File: src/rtl/bpred_ctrl.sv
// Branch direction predictor with in-flight branch queue for the IF stage.
// Define BPRED_BHT_EN for a PC-indexed counter table; otherwise one global counter.
module bpred_ctrl #(
    parameter int unsigned QUE_DEPTH   = 2,
    parameter int unsigned BHT_ENTRIES = 16,
    parameter int unsigned data_size   = 32
) (
    input  logic                 clk,
    input  logic                 rst_n,
    input  logic [data_size-1:0] PC_IF,
    input  logic [data_size-1:0] imm_IF,
    input  logic [6:0]           opcode_IF,
    input  logic [6:0]           opcode_EXE,
    input  logic                 branch_taken_EXE,
    input  logic                 Istall,
    input  logic                 Dstall,
    input  logic                 flush,
    output logic                 taken_sel,
    output logic                 jump_sel,
    output logic [data_size-1:0] PC_imm,
    output logic [data_size-1:0] PC_imm_que,
    output logic                 que_empty,
    output logic                 mispredict
);

    localparam logic [6:0] BTYPE = 7'b1100011;
    localparam logic [6:0] JTYPE = 7'b1101111;
    localparam int unsigned PW   = $clog2(QUE_DEPTH);

    logic                 r_que_pred [QUE_DEPTH];
    logic [data_size-1:0] r_que_alt  [QUE_DEPTH];
    logic [PW-1:0]        r_head;
    logic [PW-1:0]        r_tail;
    logic [PW:0]          r_count;

    logic                 w_stall;
    logic                 w_btype_if;
    logic                 w_btype_exe;
    logic                 w_full;
    logic                 w_push;
    logic                 w_pop;
    logic [1:0]           w_if_ctr;
    logic [data_size-1:0] w_alt_pc;

    function automatic logic [1:0] f_train(input logic [1:0] c, input logic t);
        if (t) return (c == 2'b11) ? c : c + 2'd1;
        else   return (c == 2'b00) ? c : c - 2'd1;
    endfunction

    assign w_stall     = Istall | Dstall;
    assign w_btype_if  = (opcode_IF == BTYPE);
    assign w_btype_exe = (opcode_EXE == BTYPE);
    assign w_full      = (r_count == (PW+1)'(QUE_DEPTH));
    assign que_empty   = (r_count == '0);

    assign PC_imm      = PC_IF + imm_IF;
    assign taken_sel   = (opcode_IF == JTYPE) ? 1'b1 : (w_btype_if ? w_if_ctr[1] : 1'b0);
    assign w_alt_pc    = taken_sel ? PC_IF + data_size'(4) : PC_imm;

    // A full queue still accepts a push when the head pops in the same cycle.
    assign w_pop       = w_btype_exe & ~w_stall & ~que_empty;
    assign w_push      = w_btype_if & ~w_stall & ~flush & (~w_full | w_pop);

    assign jump_sel    = w_btype_exe & branch_taken_EXE;
    assign mispredict  = w_btype_exe & ~que_empty & (branch_taken_EXE != r_que_pred[r_head]);
    assign PC_imm_que  = que_empty ? '0 : r_que_alt[r_head];

    always_ff @(posedge clk or negedge rst_n) begin
        if (!rst_n) begin
            r_que_pred <= '{default: 1'b0};
            r_que_alt  <= '{default: '0};
            r_head     <= '0;
            r_tail     <= '0;
            r_count    <= '0;
        end else begin
            if (w_push) begin
                r_que_pred[r_tail] <= taken_sel;
                r_que_alt[r_tail]  <= w_alt_pc;
            end
            // Flush squashes every younger branch; the head's pop has already trained.
            if (flush) begin
                r_head  <= '0;
                r_tail  <= '0;
                r_count <= '0;
            end else begin
                if (w_push) r_tail <= r_tail + PW'(1);
                if (w_pop)  r_head <= r_head + PW'(1);
                case ({w_push, w_pop})
                    2'b10:   r_count <= r_count + (PW+1)'(1);
                    2'b01:   r_count <= r_count - (PW+1)'(1);
                    default: r_count <= r_count;
                endcase
            end
        end
    end

`ifdef BPRED_BHT_EN
    localparam int unsigned IW = $clog2(BHT_ENTRIES);

    logic [1:0]    r_bht     [BHT_ENTRIES];
    logic [IW-1:0] r_que_idx [QUE_DEPTH];
    logic [IW-1:0] w_if_idx;

    assign w_if_idx = PC_IF[IW+1:2];
    assign w_if_ctr = r_bht[w_if_idx];

    always_ff @(posedge clk or negedge rst_n) begin
        if (!rst_n) begin
            r_bht     <= '{default: 2'b01};
            r_que_idx <= '{default: '0};
        end else begin
            if (w_push) r_que_idx[r_tail] <= w_if_idx;
            if (w_pop)  r_bht[r_que_idx[r_head]] <= f_train(r_bht[r_que_idx[r_head]], branch_taken_EXE);
        end
    end
`else
    logic [1:0] r_gctr;

    assign w_if_ctr = r_gctr;

    always_ff @(posedge clk or negedge rst_n) begin
        if (!rst_n) begin
            r_gctr <= 2'b01;
        end else if (w_pop) begin
            r_gctr <= f_train(r_gctr, branch_taken_EXE);
        end
    end
`endif

endmodule

File: config.mk
export PLATFORM = sky130hd
export DESIGN_NAME = bpred_ctrl
export DESIGN_NICKNAME = d
export VERILOG_FILES = /design/src/rtl/bpred_ctrl.sv
export SDC_FILE = /design/constraint.sdc
export NUM_CORES = 1
export LEC_CHECK = 0
export ABC_CLOCK_PERIOD_IN_PS = 4500
export CAP_MARGIN = 20
export CORE_UTILIZATION = 51
export DETAILED_ROUTE_END_ITERATION = 10
export GPL_TIMING_DRIVEN = 0
export PLACE_DENSITY = 0.82
export SLEW_MARGIN = 20
export SYNTH_ARGS = -nofsm -noshare
export SYNTH_HDL_FRONTEND = slang
export SYNTH_SLANG_ARGS = --single-unit
File: constraint.sdc
create_clock -name clk -period 4.5 [get_ports clk]
set_input_delay 0.9 -clock clk [delete_from_list [all_inputs] [get_ports clk]]
set_output_delay 0.9 -clock clk [all_outputs]
set_load 0.02 [all_outputs]
Word-level counts from Yosys, hierarchy flattened
Cells that the tools add are included.

$add $sub $neg: 8. Order comparisons: 3. Eq/ne operators: 10. Multiplexer cells: 25. Bitwise logic cells: 16. Reduce and logical (&&, ||, !) cells: 7.

Operators by type and width (number): 32-bit two-way mux (6); 64-bit bitwise mux (1); 32-bit by 3-bit adder with 32-bit output (second input constant) (1); 32-bit adder (1); 32-bit demux with 1-bit select (1); 7-bit == test (second input constant) (3); 1-bit two-way mux (10); 1-bit AND (8); 2-bit two-way mux (4); 2-bit == test (second input constant) (3); 2-bit by 1-bit adder with 2-bit output (second input constant) (2); 2-bit >= comparator (second input constant) (2); 2-bit logical NOT (2); 2-bit != test (second input constant) (2); 1-bit NOT (4); 1-bit NOT with 2-bit output (2); 2-bit one-hot mux with 2 select lines (1); 2-bit nonzero test (2); 2-bit by 1-bit subtractor with 2-bit output (second input constant) (2); 3-bit AND reduction (1); 3-bit nonzero test (1); 1-bit adder (second input constant) (2); 2-bit bitwise mux (1); 2-bit by 1-bit == test with 1-bit output (second input constant) (1); other kinds (5) (6).

Register bits: 72. Input bits: 84. Output and inout port bits: 68. Logic and storage cells: 77.

Logic depth before layout (Yosys ltp)
Depth in word-level cells: 9. Mapped depth: 10. Depth with buffers taken out: 10.

Worst setup path before layout
Ideal clock, no wire load.

Kind: input to output. Start point: input port PC_IF[0]. End point: output port PC_imm[28]. Arrival time: 3216 ps. Required time: 3600 ps. Setup slack: 384 ps. Stages: 9. Buffers on the path: 0. Path through: ha_1 -> fa_1 -> a21o_1 -> a221oi_2 -> o21ai_2 -> a221oi_2 -> o21a_1 -> o21ai_0 -> xnor2_1.

Longest elaborated chain between the ends: 1.

Ends and longest elaborated chain: start, declared (line 10) `input logic [data_size-1:0] PC_IF,`; 32-bit adder (line 56) `assign PC_imm = PC_IF + imm_IF;`; end, declared (line 20) `output logic [data_size-1:0] PC_imm,`.

Every way passes these cells.

Worst setup path in the final report
Start point: input port PC_IF[3]. End point: output port PC_imm[23].

The elaborated chain is that of the path after synthesis.

==> out/qor.txt <==
violated checks - design-rule violations
Clock Sinks - 72
Worst Skew - 5.798 ps
status - finished with violations
sequential area share after synthesis - 29.49%
largest net degree at the start of global routing - 58
syn_area_per_cell - 8.044 sq um
hold violation total from the final report - 0
post-layout util - 74.03%
Worst EP arrival - 3540 ps
post-synth net total - 877
Placed Cells - 1,055
DR iter-0 viols - 514
DPL Wire Length - 14.57 mm
CTS max path bufs - 2
Yosys warning count - 0
number of buffers created by CTS - 9
die area - 12,430 sq um
Setup TNS - 0 ps
post-route ant nets - 0
Worst Setup SP - PC_IF[3]
diodes inserted - 0
HP Class - in -> async
Max Slew Vio Count - 0
number of flops mapped to enable cells by yosys - 0
port bufs - 151
fin crit share - 98.62%
first-pass GRT wire length - 30.57 mm
vias in the first global route - 6,096
core area - 11,560 sq um
final setup violation count - 0
Fmax - 225.3 MHz
CTS tree - yes
Worst setup SP type - input pin
drt pass-1 iters - 8
Synth area leaders - dfrtp_1, mux2i_1, ha_1, nand2_1, nor2_1
Worst-Skew Late Latency - 330 ps
Reg clk slew, reported paths - 60 ps
Area Growth Syn to Fin - 40.05%
Post-route DRC - 24
Reg2Reg Depth - 6
r2r startpoint - r_gctr[1]$_DFFE_PN0P_
fin cells - 1,079
Crit path required time - 3600 ps
Setup WS pre-CTS - -977.3 ps
min Tclk post-route - 4438 ps
total congestion overflow - 0
CP max FO - 4
Row Count - 39
boundary pin count - 152
initial antenna violation count - 0
drt wl/cell - 17.85 microns
leakage - 3.536 nW
Nets - 1,048
Worst VDD drop - 163.7 uV
prevailing post-synth register cell - dfrtp_1
pwr dens - 257.4 nW/um^2
fin worst setup slack - 62.23 ps
via/cell ratio - 6.048
share of cells above drive strength 1 - 13.03%
Die Ht - 111.5 microns
Max-Slew Margin vs Limit - 47.98%
Seq cells post-synth - 72
Die X - 111.5 microns
H-tree Lvls - 3
share of the synthesized area in the top cell type - 29.06%
CP endpoint kind - output port
Least-Margin Pin Slew - 773.2 ps
fill count - 844
GPL Wtd Cong - 0.9714
CP Class - in -> out
Syn Inst Count - 760
via count - 6,526
gr usage total - 30.71%
Async S/R FF share, synth - 100.0%
final WL - 19.26 mm
max cap viols - 0
WHS - 421.6 ps
root buffer cell - clkbuf_16
Initial Utilization - 52.86%
Mapped Area - 6113 sq um
top cell type by total area after synthesis - dfrtp_1
Synth cell types - 63
==> cells by family after synthesis <==
kind of cell             share of synthesized area (%)
AND/OR/NAND/NOR                                  21.72
adder cells (fa/ha/maj)                          6.877
buffers and inverters                            3.520
multiplexers                                     10.27
XOR/XNOR                                         8.023
AO/OA/AOI/OAI                                    20.10
flip-flops                                       29.49
==> state kept, by name, indices dropped and copies added, names as in the netlist <==
register / count
r_head: 1
r_que_pred: 2
r_que_alt: 64
r_tail: 1
r_count: 2
r_gctr: 2
==> timing repair <==
action	CTS	global route
hold endpoints to repair	0	0
hold buffers	0	0
buffers inserted	8	7
setup endpoints to repair	23	22
resized for setup	106	34
pin swaps	14	12
==> area by class of cell <==
class	instances	area, sq um	share of cell area, %
Buffer	32	127.6	1.491
Clock buffer	11	242.7	2.835
Sequential cell	72	1803	21.06
Clock inverter	5	56.30	0.6576
Tap cell	143	178.9	2.090
Inverter	17	63.81	0.7453
Multi-Input combinational cell	632	4464	52.14
Timing Repair Buffer	167	1625	18.98
==> synth_stat cells, drive strengths merged, types with 11 or more instances <==
| library cell | number |
|---|---|
| ha | 32 |
| mux2i | 47 |
| nand3 | 26 |
| xor2 | 20 |
| a21oi | 45 |
| nor2 | 92 |
| o21ai | 69 |
| o31ai | 11 |
| clkbuf | 35 |
| xnor2 | 36 |
| nand2 | 96 |
| a21o | 16 |
| nor3 | 19 |
| dfrtp | 71 |
| mux2 | 14 |
| nand4 | 11 |
| inv | 17 |
==> cells in the final DEF (no fill, tap or decap), drive strengths merged, types with 5 or more instances in the layout <==
cell type        n
a21o            16
a21oi           45
and3             7
buf             29
clkbuf          39
clkdlybuf4s15    5
clkdlybuf4s50  116
dfrtp           71
dlygate4sd2     12
dlymetal6s2s     9
ha              32
inv             17
mux2            14
mux2i           47
nand2           96
nand2b           5
nand3           26
nand4           11
nor2            92
nor3            19
o211ai           5
o21a             7
o21ai           69
o31ai           11
or3              7
xnor2           36
xor2            20
==> power breakdown <==
part | internal (W) | leakage (nW) | switching [W]
combinational | 0.000360 | 2.40 | 0.000473
sequential | 0.000658 | 0.994 | 0.00000556
clock | 0.000443 | 0.145 | 0.000264
total | 0.00146 | 3.54 | 0.000743
==> routing by layer <==
layer | global-route usage [%] | up-vias | wire [microns]
li1 | - | 3068 | -
met1 | 41.40 | 3108 | 8131
met2 | 50.50 | 314 | 9139
met3 | 5.117 | 36 | 1553
met4 | 9.640 | 0 | 436
met5 | 0 | - | 0
==> critical path, cell delays in order <==
cell and delay, ps:
clkdlybuf4s50_1 490, ha_1 400, o211ai_1 160, o211ai_1 270
a21oi_2 110, o21a_2 250, o31ai_4 270, xor2_1 310
dlygate4sd2_1 380
==> stage by stage <==
stage               instance area [sq um]  total power [W]
detailed placement                   7829         0.001424
global route                         8562         0.002282
finish                               8562         0.002204
global placement                     7804         0.001419
CTS                                  8399         0.002155
floorplan                            6113         0.001087
==> worst paths after layout <==
check,endpoint,slack [ps]
max in group asynchronous,r_gctr[0]$_DFFE_PN1P_,3490
max reg2reg,r_que_alt[51]$_DFFE_PN0P_,1930
min reg2reg,r_que_alt[61]$_DFFE_PN0P_,470
min in group clk,r_que_alt[61]$_DFFE_PN0P_,470
min,r_que_alt[33]$_DFFE_PN0P_,420
max,PC_imm[23],60
No activity file was read; power rests on OpenSTA's default activity.
